===== src/rtl/fetch_unit_pkg.sv =====
// fetch_unit_pkg: shared types and defaults for the instruction-fetch front end.
package fetch_unit_pkg;
  localparam int          XLEN_DEF      = 32;
  localparam logic [31:0] RESET_PC_DEF  = 32'h0000_1000;
  localparam logic [31:0] NOP_INSTR_DEF = 32'h0000_0013;
  typedef enum logic {FROM_PC4 = 1'b0, FROM_EX = 1'b1} pc_src_e;
  typedef enum logic [1:0] {REQ, WAIT, KILL} fetch_state_e;
endpackage


===== src/rtl/fetch_hold_buf.sv =====
// fetch_hold_buf: one-entry skid buffer catching a response that lands while decode is stalled.
module fetch_hold_buf #(
  parameter int XLEN = 32
) (
  input  logic            clk,
  input  logic            reset,
  input  logic            load_i,
  input  logic            drain_i,
  input  logic            clear_i,
  input  logic [XLEN-1:0] instr_i,
  input  logic [XLEN-1:0] pc_i,
  output logic            valid_o,
  output logic [XLEN-1:0] instr_o,
  output logic [XLEN-1:0] pc_o
);
  logic            valid_q, valid_d;
  logic [XLEN-1:0] instr_q, instr_d, pc_q, pc_d;
  always_comb begin
    valid_d = clear_i ? 1'b0 : load_i ? 1'b1 : drain_i ? 1'b0 : valid_q;
    instr_d = load_i ? instr_i : instr_q;
    pc_d    = load_i ? pc_i : pc_q;
  end
  always_ff @(posedge clk or posedge reset) begin
    if (reset) begin
      valid_q <= 1'b0;
      instr_q <= '0;
      pc_q    <= '0;
    end else begin
      valid_q <= valid_d;
      instr_q <= instr_d;
      pc_q    <= pc_d;
    end
  end
  assign valid_o = valid_q;
  assign instr_o = instr_q;
  assign pc_o    = pc_q;
endmodule


===== src/rtl/fetch_unit.sv =====
// fetch_unit: single-outstanding-request fetch stage driving the F/D register,
// honouring stall/flush/redirect from the hazard unit.
module fetch_unit
  import fetch_unit_pkg::*;
#(
  parameter int              XLEN      = XLEN_DEF,
  parameter logic [XLEN-1:0] RESET_PC  = XLEN'(RESET_PC_DEF),
  parameter logic [XLEN-1:0] NOP_INSTR = XLEN'(NOP_INSTR_DEF)
) (
  input  logic            clk,
  input  logic            reset,
  input  logic            stall_F_in,
  input  logic            stall_D_in,
  input  logic            flush_D_in,
  input  pc_src_e         pc_src_in,
  input  logic [XLEN-1:0] pc_target_EX_in,
  output logic            ic_req_valid_out,
  output logic [XLEN-1:0] ic_req_addr_out,
  input  logic            ic_req_ready_in,
  input  logic            ic_resp_valid_in,
  input  logic [XLEN-1:0] ic_resp_data_in,
  output logic [XLEN-1:0] instr_D_out,
  output logic [XLEN-1:0] pc_D_out,
  output logic [XLEN-1:0] pc_plus4_D_out,
  output logic            valid_D_out,
  output logic            fetch_busy_out
);
  fetch_state_e    state_q, state_d;
  logic [XLEN-1:0] pc_q, pc_d;
  logic [XLEN-1:0] instr_D_q, instr_D_d, pc_D_q, pc_D_d, pc4_D_q, pc4_D_d;
  logic            valid_D_q, valid_D_d;
  logic            redirect, hs, resp_acc, buf_valid, d_load;
  logic [XLEN-1:0] buf_instr, buf_pc, src_pc;
  assign redirect         = pc_src_in == FROM_EX;
  assign ic_req_valid_out = (state_q == REQ) & ~stall_F_in & ~buf_valid & ~reset;
  assign ic_req_addr_out  = pc_q;
  assign hs               = ic_req_valid_out & ic_req_ready_in;
  assign resp_acc         = (state_q == WAIT) & ic_resp_valid_in & ~redirect;
  assign fetch_busy_out   = (state_q != REQ) | ic_req_valid_out;
  fetch_hold_buf #(.XLEN(XLEN)) u_hold (
    .clk     (clk),
    .reset   (reset),
    .load_i  (resp_acc & stall_D_in),
    .drain_i (buf_valid & ~stall_D_in & ~flush_D_in),
    .clear_i (redirect),
    .instr_i (ic_resp_data_in),
    .pc_i    (pc_q),
    .valid_o (buf_valid),
    .instr_o (buf_instr),
    .pc_o    (buf_pc)
  );
  always_comb begin
    state_d = state_q;
    case (state_q)
      REQ:     state_d = hs ? (redirect ? KILL : WAIT) : REQ;
      WAIT:    state_d = ic_resp_valid_in ? REQ : redirect ? KILL : WAIT;
      KILL:    state_d = ic_resp_valid_in ? REQ : KILL;
      default: state_d = REQ;
    endcase
    pc_d = redirect ? pc_target_EX_in : resp_acc ? pc_q + XLEN'(4) : pc_q;
  end
  // Buffered instruction is older than any live response, so it wins.
  always_comb begin
    d_load    = buf_valid | resp_acc;
    src_pc    = buf_valid ? buf_pc : pc_q;
    valid_D_d = valid_D_q;
    instr_D_d = instr_D_q;
    pc_D_d    = pc_D_q;
    pc4_D_d   = pc4_D_q;
    if (flush_D_in) begin
      valid_D_d = 1'b0;
      instr_D_d = NOP_INSTR;
    end else if (!stall_D_in) begin
      valid_D_d = d_load;
      instr_D_d = buf_valid ? buf_instr : resp_acc ? ic_resp_data_in : NOP_INSTR;
      pc_D_d    = d_load ? src_pc : pc_D_q;
      pc4_D_d   = d_load ? src_pc + XLEN'(4) : pc4_D_q;
    end
  end
  always_ff @(posedge clk or posedge reset) begin
    if (reset) begin
      state_q   <= REQ;
      pc_q      <= RESET_PC;
      valid_D_q <= 1'b0;
      instr_D_q <= NOP_INSTR;
      pc_D_q    <= '0;
      pc4_D_q   <= '0;
    end else begin
      state_q   <= state_d;
      pc_q      <= pc_d;
      valid_D_q <= valid_D_d;
      instr_D_q <= instr_D_d;
      pc_D_q    <= pc_D_d;
      pc4_D_q   <= pc4_D_d;
    end
  end
  assign instr_D_out    = instr_D_q;
  assign pc_D_out       = pc_D_q;
  assign pc_plus4_D_out = pc4_D_q;
  assign valid_D_out    = valid_D_q;
endmodule


===== config.mk =====
export PLATFORM = sky130hd
export DESIGN_NAME = fetch_unit
export DESIGN_NICKNAME = d
export VERILOG_FILES = /design/src/rtl/fetch_unit_pkg.sv /design/src/rtl/fetch_hold_buf.sv /design/src/rtl/fetch_unit.sv
export SDC_FILE = /design/constraint.sdc
export NUM_CORES = 1
export LEC_CHECK = 0
export ABC_AREA = 1
export CORE_MARGIN = 2
export CORE_UTILIZATION = 52
export DETAILED_ROUTE_END_ITERATION = 16
export GPL_TIMING_DRIVEN = 0
export PLACE_DENSITY = 0.85
export SLEW_MARGIN = 20
export SYNTH_ARGS = -nofsm -noshare
export SYNTH_HDL_FRONTEND = slang
export SYNTH_SLANG_ARGS = --single-unit
export TNS_END_PERCENT = 20

===== constraint.sdc =====
create_clock -name clk -period 9.9 [get_ports clk]
set_input_delay 2.475 -clock clk [delete_from_list [all_inputs] [get_ports clk]]
set_output_delay 2.475 -clock clk [all_outputs]
set_load 0.02 [all_outputs]

==> results of run 1 <==
## registers in the layout (all words and copies together), names as in the netlist
signal	flops
ic_req_addr_out	32
instr_D_out	32
pc_D_out	32
u_hold.instr_o	32
u_hold.pc_o	32
pc_plus4_D_out	30
state_q	2
u_hold.valid_o	1
valid_D_out	1
## worst paths after layout
| path | startpoint | slack (ns) | to | cells past startpoint |
|---|---|---|---|---|
| max in group asynchronous | reset | 6.46 | u_hold.instr_o[22] | 3 |
| worst max register to register | u_hold.valid_o | 7.73 | pc_plus4_D_out[14] | 13 |
| worst max-delay path | reset | 2.57 | ic_req_valid_out | 6 |
| worst min-delay path | pc_plus4_D_out[18] | 0.48 | pc_plus4_D_out[18] | 2 |
| min in group asynchronous | reset | 2.54 | pc_plus4_D_out[10] | 2 |
| worst min register to register | pc_plus4_D_out[18] | 0.48 | pc_plus4_D_out[18] | 2 |
## logic make-up after synthesis
group / Yosys count
DFF: 194
AOI/OAI and AO/OA: 163
adders and majority gates: 2
and+or+nand+nor: 636
muxes: 56
buffers and inverters: 147
xor gates and xnor gates: 10
## worst max-delay path: cells and delay by family
family	cells	cell delay, ns
buffers and inverters	4	2.05
AND/OR/NAND/NOR	2	0.27
## power by group through the flow
stage | combinational, mW | sequential [mW] | clock [mW]
CTS | 0.529 | 0.991 | 0.688
global placement | 0.508 | 1.00 | 0
detailed placement | 0.526 | 1.00 | 0
global route | 0.573 | 1.00 | 0.723
finish | 0.528 | 0.994 | 0.684
floorplan | 0.201 | 1.07 | 0
## cells in the mapped netlist, drive strengths merged
cell type / n / area, µm²
o21ai: 118 / 598
and2: 1 / 6.26
clkbuf: 22 / 82.6
o221ai: 1 / 8.76
xor2: 10 / 87.6
inv: 92 / 350
a21oi: 16 / 80.1
o311ai: 1 / 8.76
o21bai: 2 / 15.0
nor3: 12 / 71.3
or2: 2 / 12.5
a32oi: 1 / 8.76
nand4: 8 / 50.1
mux2: 30 / 338
a22oi: 1 / 7.51
o211ai: 10 / 75.1
a31oi: 11 / 68.8
o21a: 1 / 7.51
nand3: 68 / 345
nor2: 129 / 573
nor3b: 2 / 20.0
nand2: 414 / 1620
mux2i: 26 / 260
dfstp: 4 / 105
ha: 2 / 25.0
buf: 33 / 239
o31ai: 1 / 7.51
dfrtp: 190 / 4750
## layout by cell type (no fill, tap or decap), types with 13 or more instances in the layout
master           instances
nand2_2                 13
mux2_2                  30
buf_2                   18
nor2_1                 111
clkdlybuf4s50_1        201
inv_1                   89
mux2i_1                 26
nand3_1                 67
clkbuf_1                22
a21oi_1                 16
clkbuf_16               17
nand2_1                397
o21ai_0                106
dfrtp_1                190
## stage by stage
step	TNS, ns	utilization [%]
finish	0	68.4
global placement	-64.63	65.1
CTS	0	68.4
floorplan	0	-
global route	0	68.4
detailed placement	0	65.2
## per-layer routing
layer,GRT usage (%),wire length [µm],vias up
li1,-,-,4335
met3,4.99,1810,79
met1,41.1,12800,4330
met4,12.8,1110,0
met2,48.4,13700,383
met5,0,0,-
## final cells by class
| class | instances | share of cell area [%] |
|---|---|---|
| buffer | 55 | 2.52 |
| multi-input combinational | 867 | 33.7 |
| inverter | 92 | 2.81 |
| tap | 234 | 2.30 |
| sequential | 194 | 38.1 |
| timing repair buffer | 202 | 16.0 |
| clock inverter | 13 | 1.02 |
| clock buffer | 19 | 3.55 |
==> flow_summary.json, run 1 <==
{
  "synthAdderAreaFrac_pct": 0.255,
  "switching_share_pct": 31.7,
  "synth_compound_area_share_pct": 9.02,
  "synthXorXnorAreaFrac_pct": 0.892,
  "yosysSeqAreaShare_pct": 49.5,
  "final_cells": 1676,
  "dpl.hpwl_mm": 22.1,
  "critPathMaxStageDelay_ns": 0.62,
  "whs_ns": 0.481,
  "comb_power_share_pct": 23.9,
  "wl_per_cell_um": 17.5,
  "syn_area_um2": 9820,
  "dp_cells": 1644,
  "first_pass_iters": 5,
  "synth-simple-area-share_pct": 27.4,
  "powerDensity_nw_per_um2": 173,
  "drv_slew": 0,
  "vias": 9127,
  "synth_cells": 1208,
  "drc": 0,
  "p_leak_nw": 5.93,
  "grt_pass1_wl_mm": 47.3,
  "cts_tree": "yes",
  "post_cts_resized": 0,
  "ctsHoldBuffers": 0,
  "drt-initial-drc-count": 688,
  "portBuffers": 201,
  "syn_nets": 1282,
  "critPathMaxFanout": 101,
  "grt_use_total_pct": 30.2,
  "min_path_type": "reg -> reg",
  "crit_top_cell": "clkdlybuf4s50_1",
  "n_fill_cell": 1515,
  "muxShareOfSynthArea_pct": 6.09,
  "setup_viol": 0,
  "worstMarginPinSlew_ns": 0.671,
  "synth_top_family_by_area": "simple AND/OR/NAND/NOR gates",
  "vdd_ir_drop_max_mv": 0.129,
  "antenna_found_initial": 0,
  "start_kind": "input pin",
  "nets": 1503,
  "status": "finished clean",
  "synth_warnings": 0,
  "finalPower_mw": 2.21,
  "relSlewSlack_pct": 55.2,
  "viasPerCell": 5.45,
  "cp-end-kind": "primary output",
  "grt_overflow": 0,
  "max_freq_mhz": 136,
  "io_pins": 203,
  "die_area_um2": 20000,
  "grt_pass1_vias": 9131,
  "cts_max_level": 4,
  "clock_power_share_pct": 31.0,
  "cts_buffer_depth": 2,
  "multiInputGateArea_um2": 4290,
  "drive_gt1_share_pct": 9.99,
  "die_h_um": 141,
  "post_cts_buffers": 0,
  "rsz0062_at_grt": "no",
  "pwr-share-seq_pct": 45.0,
  "ys_ff_latch": 194,
  "finalCriticalPeriod_ns": 7.33,
  "fin_crit_sh_pct": 74.0,
  "final_antenna_net_count": 0,
  "post-place-ws_ns": 2.47,
  "area_growth_pct": 29.8,
  "crit_arrival_ns": 4.85,
  "numCtsBuffers": 17,
  "num_antenna_cells": 0,
  "dpl_cell_area_um2": 12200,
  "crit_type": "in -> out",
  "internal-power_mw": 1.51,
  "cts-root-buf": "clkbuf_16",
  "path_cells": "clkdlybuf4s50_1 > inv_8 > buf_16 > nand2_1 > nor2_1 > clkdlybuf4s50_1",
  "die_w_um": 141,
  "cpMaxStageDelayCell": "clkdlybuf4s50_1",
  "regArea_um2": 4860,
  "grt_max_degree": 102,
  "rows": 50,
  "path_clk_slew_ns": 0.07,
  "drv_cap": 0,
  "synth.avg_cell_area_um2": 8.13,
  "clock_skew_ns": 0.00868,
  "core_area_um2": 18600,
  "cts_sinks": 194,
  "fin_area_um2": 12700,
  "clkLatencyLatePin_ns": 0.44,
  "wl_mm": 29.4,
  "finalHoldViolations": 0,
  "gp_congestion": 0.966,
  "initial_utilization_pct": 52.7,
  "switchingPower_uw": 699,
  "fin_ws_ns": 2.57,
  "synth_cell_types": 44,
  "worstPathRequired_ns": 7.43
}
Note: power is estimated with default switching activity, not from simulation.
==> inputs of run 2 (changes only) <==
--- a/config.mk
+++ b/config.mk
@@ -7,10 +7,10 @@
 export LEC_CHECK = 0
 export ABC_AREA = 1
 export CORE_MARGIN = 2
-export CORE_UTILIZATION = 52
+export CORE_UTILIZATION = 47
 export DETAILED_ROUTE_END_ITERATION = 16
 export GPL_TIMING_DRIVEN = 0
-export PLACE_DENSITY = 0.85
+export PLACE_DENSITY = 0.81
 export SLEW_MARGIN = 20
 export SYNTH_ARGS = -nofsm -noshare
 export SYNTH_HDL_FRONTEND = slang
==> constraint.sdc (replaced) <==
create_clock -name clk -period 6.49 [get_ports clk]
set_input_delay 1.6225 -clock clk [delete_from_list [all_inputs] [get_ports clk]]
set_output_delay 1.6225 -clock clk [all_outputs]
set_load 0.02 [all_outputs]
==> run 2 against run 1 <==
Final cell count grew 2.3%. Sequential share of layout area shrank 0.37 points. Die area grew 10%. Setup slack lost 1.5 ns. First-iteration DRC count grew 19%. Register-to-register slack lost 3.3 ns. Largest power group unchanged. Sequential cell count is the same. Sequential power grew 53%. Total power grew 53%. Hold slack gained 0.00064 ns. Clock power grew 54%. Routed wire length is essentially flat.
==> flow_summary.json, run 2 (synthesis gave the netlist of run 1 again) <==
{
  "vias": 9245,
  "rows": 52,
  "p_leak_nw": 5.98,
  "die_w_um": 149,
  "io_pins": 203,
  "setup_viol": 0,
  "portBuffers": 201,
  "fin_area_um2": 12900,
  "grt_overflow": 0,
  "clock_skew_ns": 0.00796,
  "grt_pass1_wl_mm": 47.2,
  "finalCriticalPeriod_ns": 5.42,
  "path_clk_slew_ns": 0.07,
  "numCtsBuffers": 17,
  "drv_slew": 0,
  "dpl.hpwl_mm": 22.5,
  "cts-root-buf": "clkbuf_16",
  "min_path_type": "reg -> reg",
  "hp-start": "pc_plus4_D_out[3]",
  "n_fill_cell": 1700,
  "grt_use_total_pct": 27.4,
  "max_freq_mhz": 185,
  "dpl_cell_area_um2": 12300,
  "switchingPower_mw": 1.02,
  "wl_mm": 29.4,
  "post_cts_buffers": 0,
  "num_antenna_cells": 0,
  "drt-initial-drc-count": 819,
  "cts_buffer_depth": 2,
  "cts_tree": "yes",
  "whs_ns": 0.482,
  "crit_start": "reset",
  "cts_max_level": 4,
  "cts_sinks": 194,
  "pwr-share-seq_pct": 44.9,
  "start_kind": "input pin",
  "clkLatencyLatePin_ns": 0.43,
  "relSlewSlack_pct": 57.4,
  "worstMarginPinSlew_ns": 0.638,
  "layout_common_cells": "nand2_1, clkdlybuf4s50_1, dfrtp_1",
  "die_area_um2": 22100,
  "grt_pass1_vias": 9154,
  "clock_power_share_pct": 31.1,
  "finalHoldViolations": 0,
  "internal-power_mw": 2.36,
  "r2r-start": "u_hold.valid_o",
  "drc": 0,
  "cp-end-kind": "primary output",
  "rsz0062_at_grt": "no",
  "first_pass_iters": 6,
  "post_cts_resized": 0,
  "die_h_um": 149,
  "status": "finished clean",
  "area_growth_pct": 31.0,
  "crit_type": "in -> out",
  "viasPerCell": 5.39,
  "critPathMaxFanout": 31,
  "drive_gt1_share_pct": 9.76,
  "crit_arrival_ns": 3.79,
  "vdd_ir_drop_max_mv": 0.186,
  "layout_commonest_cell": "nand2_1",
  "comb_power_share_pct": 24.0,
  "final_antenna_net_count": 0,
  "wl_per_cell_um": 17.1,
  "antenna_found_initial": 0,
  "grt_max_degree": 35,
  "nets": 1508,
  "fin_crit_sh_pct": 83.4,
  "switching_share_pct": 30.1,
  "worstPathRequired_ns": 4.87,
  "core_area_um2": 20400,
  "drv_cap": 0,
  "ctsHoldBuffers": 0,
  "gp_congestion": 1.03,
  "initial_utilization_pct": 48.2,
  "powerDensity_nw_per_um2": 262
}
-- run 2: worst max-delay path: stages --
cell,delay (ns)
clkdlybuf4s50_1,0.50
clkinvlp_4,0.42
buf_12,0.35
buf_16,0.19
nand2_1,0.09
nand2_1,0.05
clkdlybuf4s50_1,0.53
-- run 2: routing by layer --
layer / up-vias / track usage, % / wire [µm]
met5: - / 0 / 0
met4: 0 / 12.8 / 1110
met3: 80 / 4.26 / 2190
met2: 451 / 43.7 / 13700
met1: 4367 / 37.0 / 12400
li1: 4347 / - / -
-- run 2: path summary, 6_finish.rpt --
check | end | slack [ns] | depth (start not counted)
max reg2reg | pc_plus4_D_out[24] | 4.39 | 11
min in group asynchronous | pc_plus4_D_out[3] | 1.57 | 2
min | pc_plus4_D_out[3] | 0.48 | 2
min reg2reg | pc_plus4_D_out[3] | 0.48 | 2
max | fetch_busy_out | 1.07 | 7
max in group asynchronous | u_hold.instr_o[31] | 3.92 | 5
-- run 2: power groups by stage --
stage          Sequential (mW)  Combinational (mW)  Clock, mW
2_1_floorplan             1.63               0.307          0
3_3_place_gp              1.53               0.777          0
3_5_place_dp              1.53               0.806          0
4_1_cts                   1.51               0.811       1.06
5_1_grt                   1.54               0.879       1.11
6_report                  1.52               0.809       1.05
-- run 2: layout make-up --
cell class	instances	area [µm²]	area share, %
Clock inverter	6	108	0.836
Multi-Input combinational cell	867	4290	33.3
Clock buffer	23	458	3.56
Timing Repair Buffer	207	2140	16.6
Tap cell	270	338	2.62
Buffer	55	322	2.50
Sequential cell	194	4860	37.8
Inverter	92	354	2.75
-- run 2: per-stage QoR --
stage               setup TNS [ns]  cells  worst slack, ns  power, mW  utilization (%)
global route                     0   1714            0.841       3.52             63.2
detailed placement               0   1685             1.02       2.34             60.4
CTS                              0   1714             1.01       3.39             63.2
global placement             -4.87   1679            -2.16       2.30             59.8
finish                           0   1714             1.07       3.37             63.2
floorplan                        0   1208           0.0150       1.93                -
==> inputs of run 3 (changes only) <==
--- a/config.mk
+++ b/config.mk
@@ -7,10 +7,10 @@
 export LEC_CHECK = 0
 export ABC_AREA = 1
 export CORE_MARGIN = 2
-export CORE_UTILIZATION = 47
+export CORE_UTILIZATION = 52
 export DETAILED_ROUTE_END_ITERATION = 16
 export GPL_TIMING_DRIVEN = 0
-export PLACE_DENSITY = 0.81
+export PLACE_DENSITY = 0.85
 export SLEW_MARGIN = 20
 export SYNTH_ARGS = -nofsm -noshare
 export SYNTH_HDL_FRONTEND = slang
==> constraint.sdc (replaced) <==
create_clock -name clk -period 5.3 [get_ports clk]
set_input_delay 1.325 -clock clk [delete_from_list [all_inputs] [get_ports clk]]
set_output_delay 1.325 -clock clk [all_outputs]
set_load 0.02 [all_outputs]
==> run 3 against run 2 <==
Sequential cell count unchanged. Die area is 9.4% lower. Global-route usage grew 2.5 points. Critical path depth up 1. Critical endpoint is now ic_req_valid_out. Routed wire length is 0.46% lower. Clock skew is 0.0049 ns higher. Sequential share of layout area barely moved. Final cell count fell by 1.9%. Setup slack got worse by 0.54 ns. Total power rose by 23%. Hold slack got worse by 0.0029 ns.
==> flow_summary.json, run 3 (synthesis gave the netlist of run 1 again) <==
{
  "crit_arrival_ns": 3.44,
  "layout_commonest_cell": "nand2_1",
  "core_area_um2": 18600,
  "finalHoldViolations": 0,
  "drc": 0,
  "rows": 50,
  "portBuffers": 201,
  "post-place-ws_ns": 0.498,
  "crit_top_cell": "buf_12",
  "die_area_um2": 20000,
  "die_h_um": 141,
  "critPathMaxFanout": 33,
  "max_freq_mhz": 210,
  "drive_gt1_share_pct": 10.3,
  "path_clk_slew_ns": 0.07,
  "n_fill_cell": 1447,
  "relSlewSlack_pct": 56.6,
  "grt_pass1_vias": 9167,
  "ctsHoldBuffers": 0,
  "first_pass_iters": 5,
  "num_antenna_cells": 0,
  "grt_use_total_pct": 29.9,
  "vdd_ir_drop_max_mv": 0.261,
  "start_kind": "input pin",
  "cts_buffer_depth": 2,
  "p_leak_nw": 5.98,
  "nets": 1509,
  "antenna_found_initial": 0,
  "drv_cap": 0,
  "finalCriticalPeriod_ns": 4.77,
  "rsz0062_at_grt": "no",
  "clkLatencyLatePin_ns": 0.45,
  "utilization_pct": 69.0,
  "grt_overflow": 0,
  "drv_slew": 0,
  "gp_congestion": 0.943,
  "io_pins": 203,
  "post_cts_resized": 0,
  "fin_ws_ns": 0.533,
  "path_cells": "clkdlybuf4s50_1 > clkinvlp_4 > buf_12 > buf_12 > buf_12 > nand2_1 > nor2_1 > clkdlybuf4s50_1",
  "cts_tree": "yes",
  "powerDensity_nw_per_um2": 321,
  "setup_viol": 0,
  "cts_max_level": 4,
  "initial_utilization_pct": 52.7,
  "wl_mm": 29.2,
  "dpl.hpwl_mm": 22.2,
  "worstMarginPinSlew_ns": 0.650,
  "critPathMaxStageDelay_ns": 0.62,
  "cts_sinks": 194,
  "cpMaxStageDelayCell": "clkdlybuf4s50_1",
  "finalPower_mw": 4.13,
  "vias": 9140,
  "viasPerCell": 5.43,
  "layout_common_cells": "nand2_1, clkdlybuf4s50_1, dfrtp_1",
  "cts-root-buf": "clkbuf_16",
  "area_growth_pct": 30.9,
  "numCtsBuffers": 17,
  "status": "finished clean",
  "post_cts_buffers": 0,
  "worstPathRequired_ns": 3.97,
  "clock_skew_ns": 0.0129,
  "wl_per_cell_um": 17.4,
  "drt-initial-drc-count": 806,
  "grt_max_degree": 35,
  "final_antenna_net_count": 0,
  "cp-end-kind": "primary output",
  "grt_pass1_wl_mm": 46.9,
  "min_path_type": "reg -> reg",
  "crit_type": "in -> out",
  "die_w_um": 141,
  "fin_crit_sh_pct": 89.9
}
==> run 3: changes by cell type in the layout (fill, tap and decap cells not counted), sizes merged <==
cell,before,now
inv,91,96
clkinvlp,2,6
clkbuf,45,42
bufinv,3,1
buf,39,40
clkinv,2,1
==> run 3: worst max-delay path: cells and delay by family <==
family	cells	cell delay [ns]
buffers and inverters	6	1.85
AND/OR/NAND/NOR	2	0.23
==> run 3: path summary, 6_finish.rpt <==
kind,from,endpoint,slack [ns],cells after the start
max,reset,ic_req_valid_out,0.53,8
max reg2reg,state_q[0],pc_plus4_D_out[30],3.22,9
max in group asynchronous,reset,u_hold.pc_o[27],3.17,6
min,pc_plus4_D_out[27],pc_plus4_D_out[27],0.48,2
min reg2reg,pc_plus4_D_out[27],pc_plus4_D_out[27],0.48,2
min in group asynchronous,reset,pc_D_out[6],1.10,2
==> run 3: cell type report <==
cell class	count	area, µm²	share of cell area [%]
clock inverter	12	123	0.954
multi-input combinational	867	4290	33.4
sequential	194	4860	37.8
buffer	55	322	2.50
clock buffer	20	457	3.55
timing repair buffer	208	2160	16.8
inverter	92	354	2.75
tap	234	293	2.28
==> run 3: power by group <==
group	switching, mW	internal (mW)	leakage [nW]	total (mW)
Sequential	0.167	1.69	2.55	1.85
Clock	0.601	0.683	0.268	1.28
Combinational	0.540	0.455	3.16	0.995
==> run 3: per-layer routing <==
| layer | share of wire, % | global-route usage (%) |
|---|---|---|
| met1 | 41 | 39.2 |
| met2 | 48 | 49.1 |
| met3 | 7.8 | 5.16 |
| met4 | 3.1 | 12.8 |
| met5 | 0 | 0 |
==> run 3: metrics by stage <==
stage               setup TNS, ns  instances  hold slack [ns]  cell area (µm²)
CTS                             0       1682            0.483            12900
global placement           -12.17       1643            0.464            12100
floorplan                   -1.12       1208            0.446             9830
global route                    0       1682            0.498            12900
detailed placement              0       1650            0.464            12300
finish                          0       1682            0.479            12900
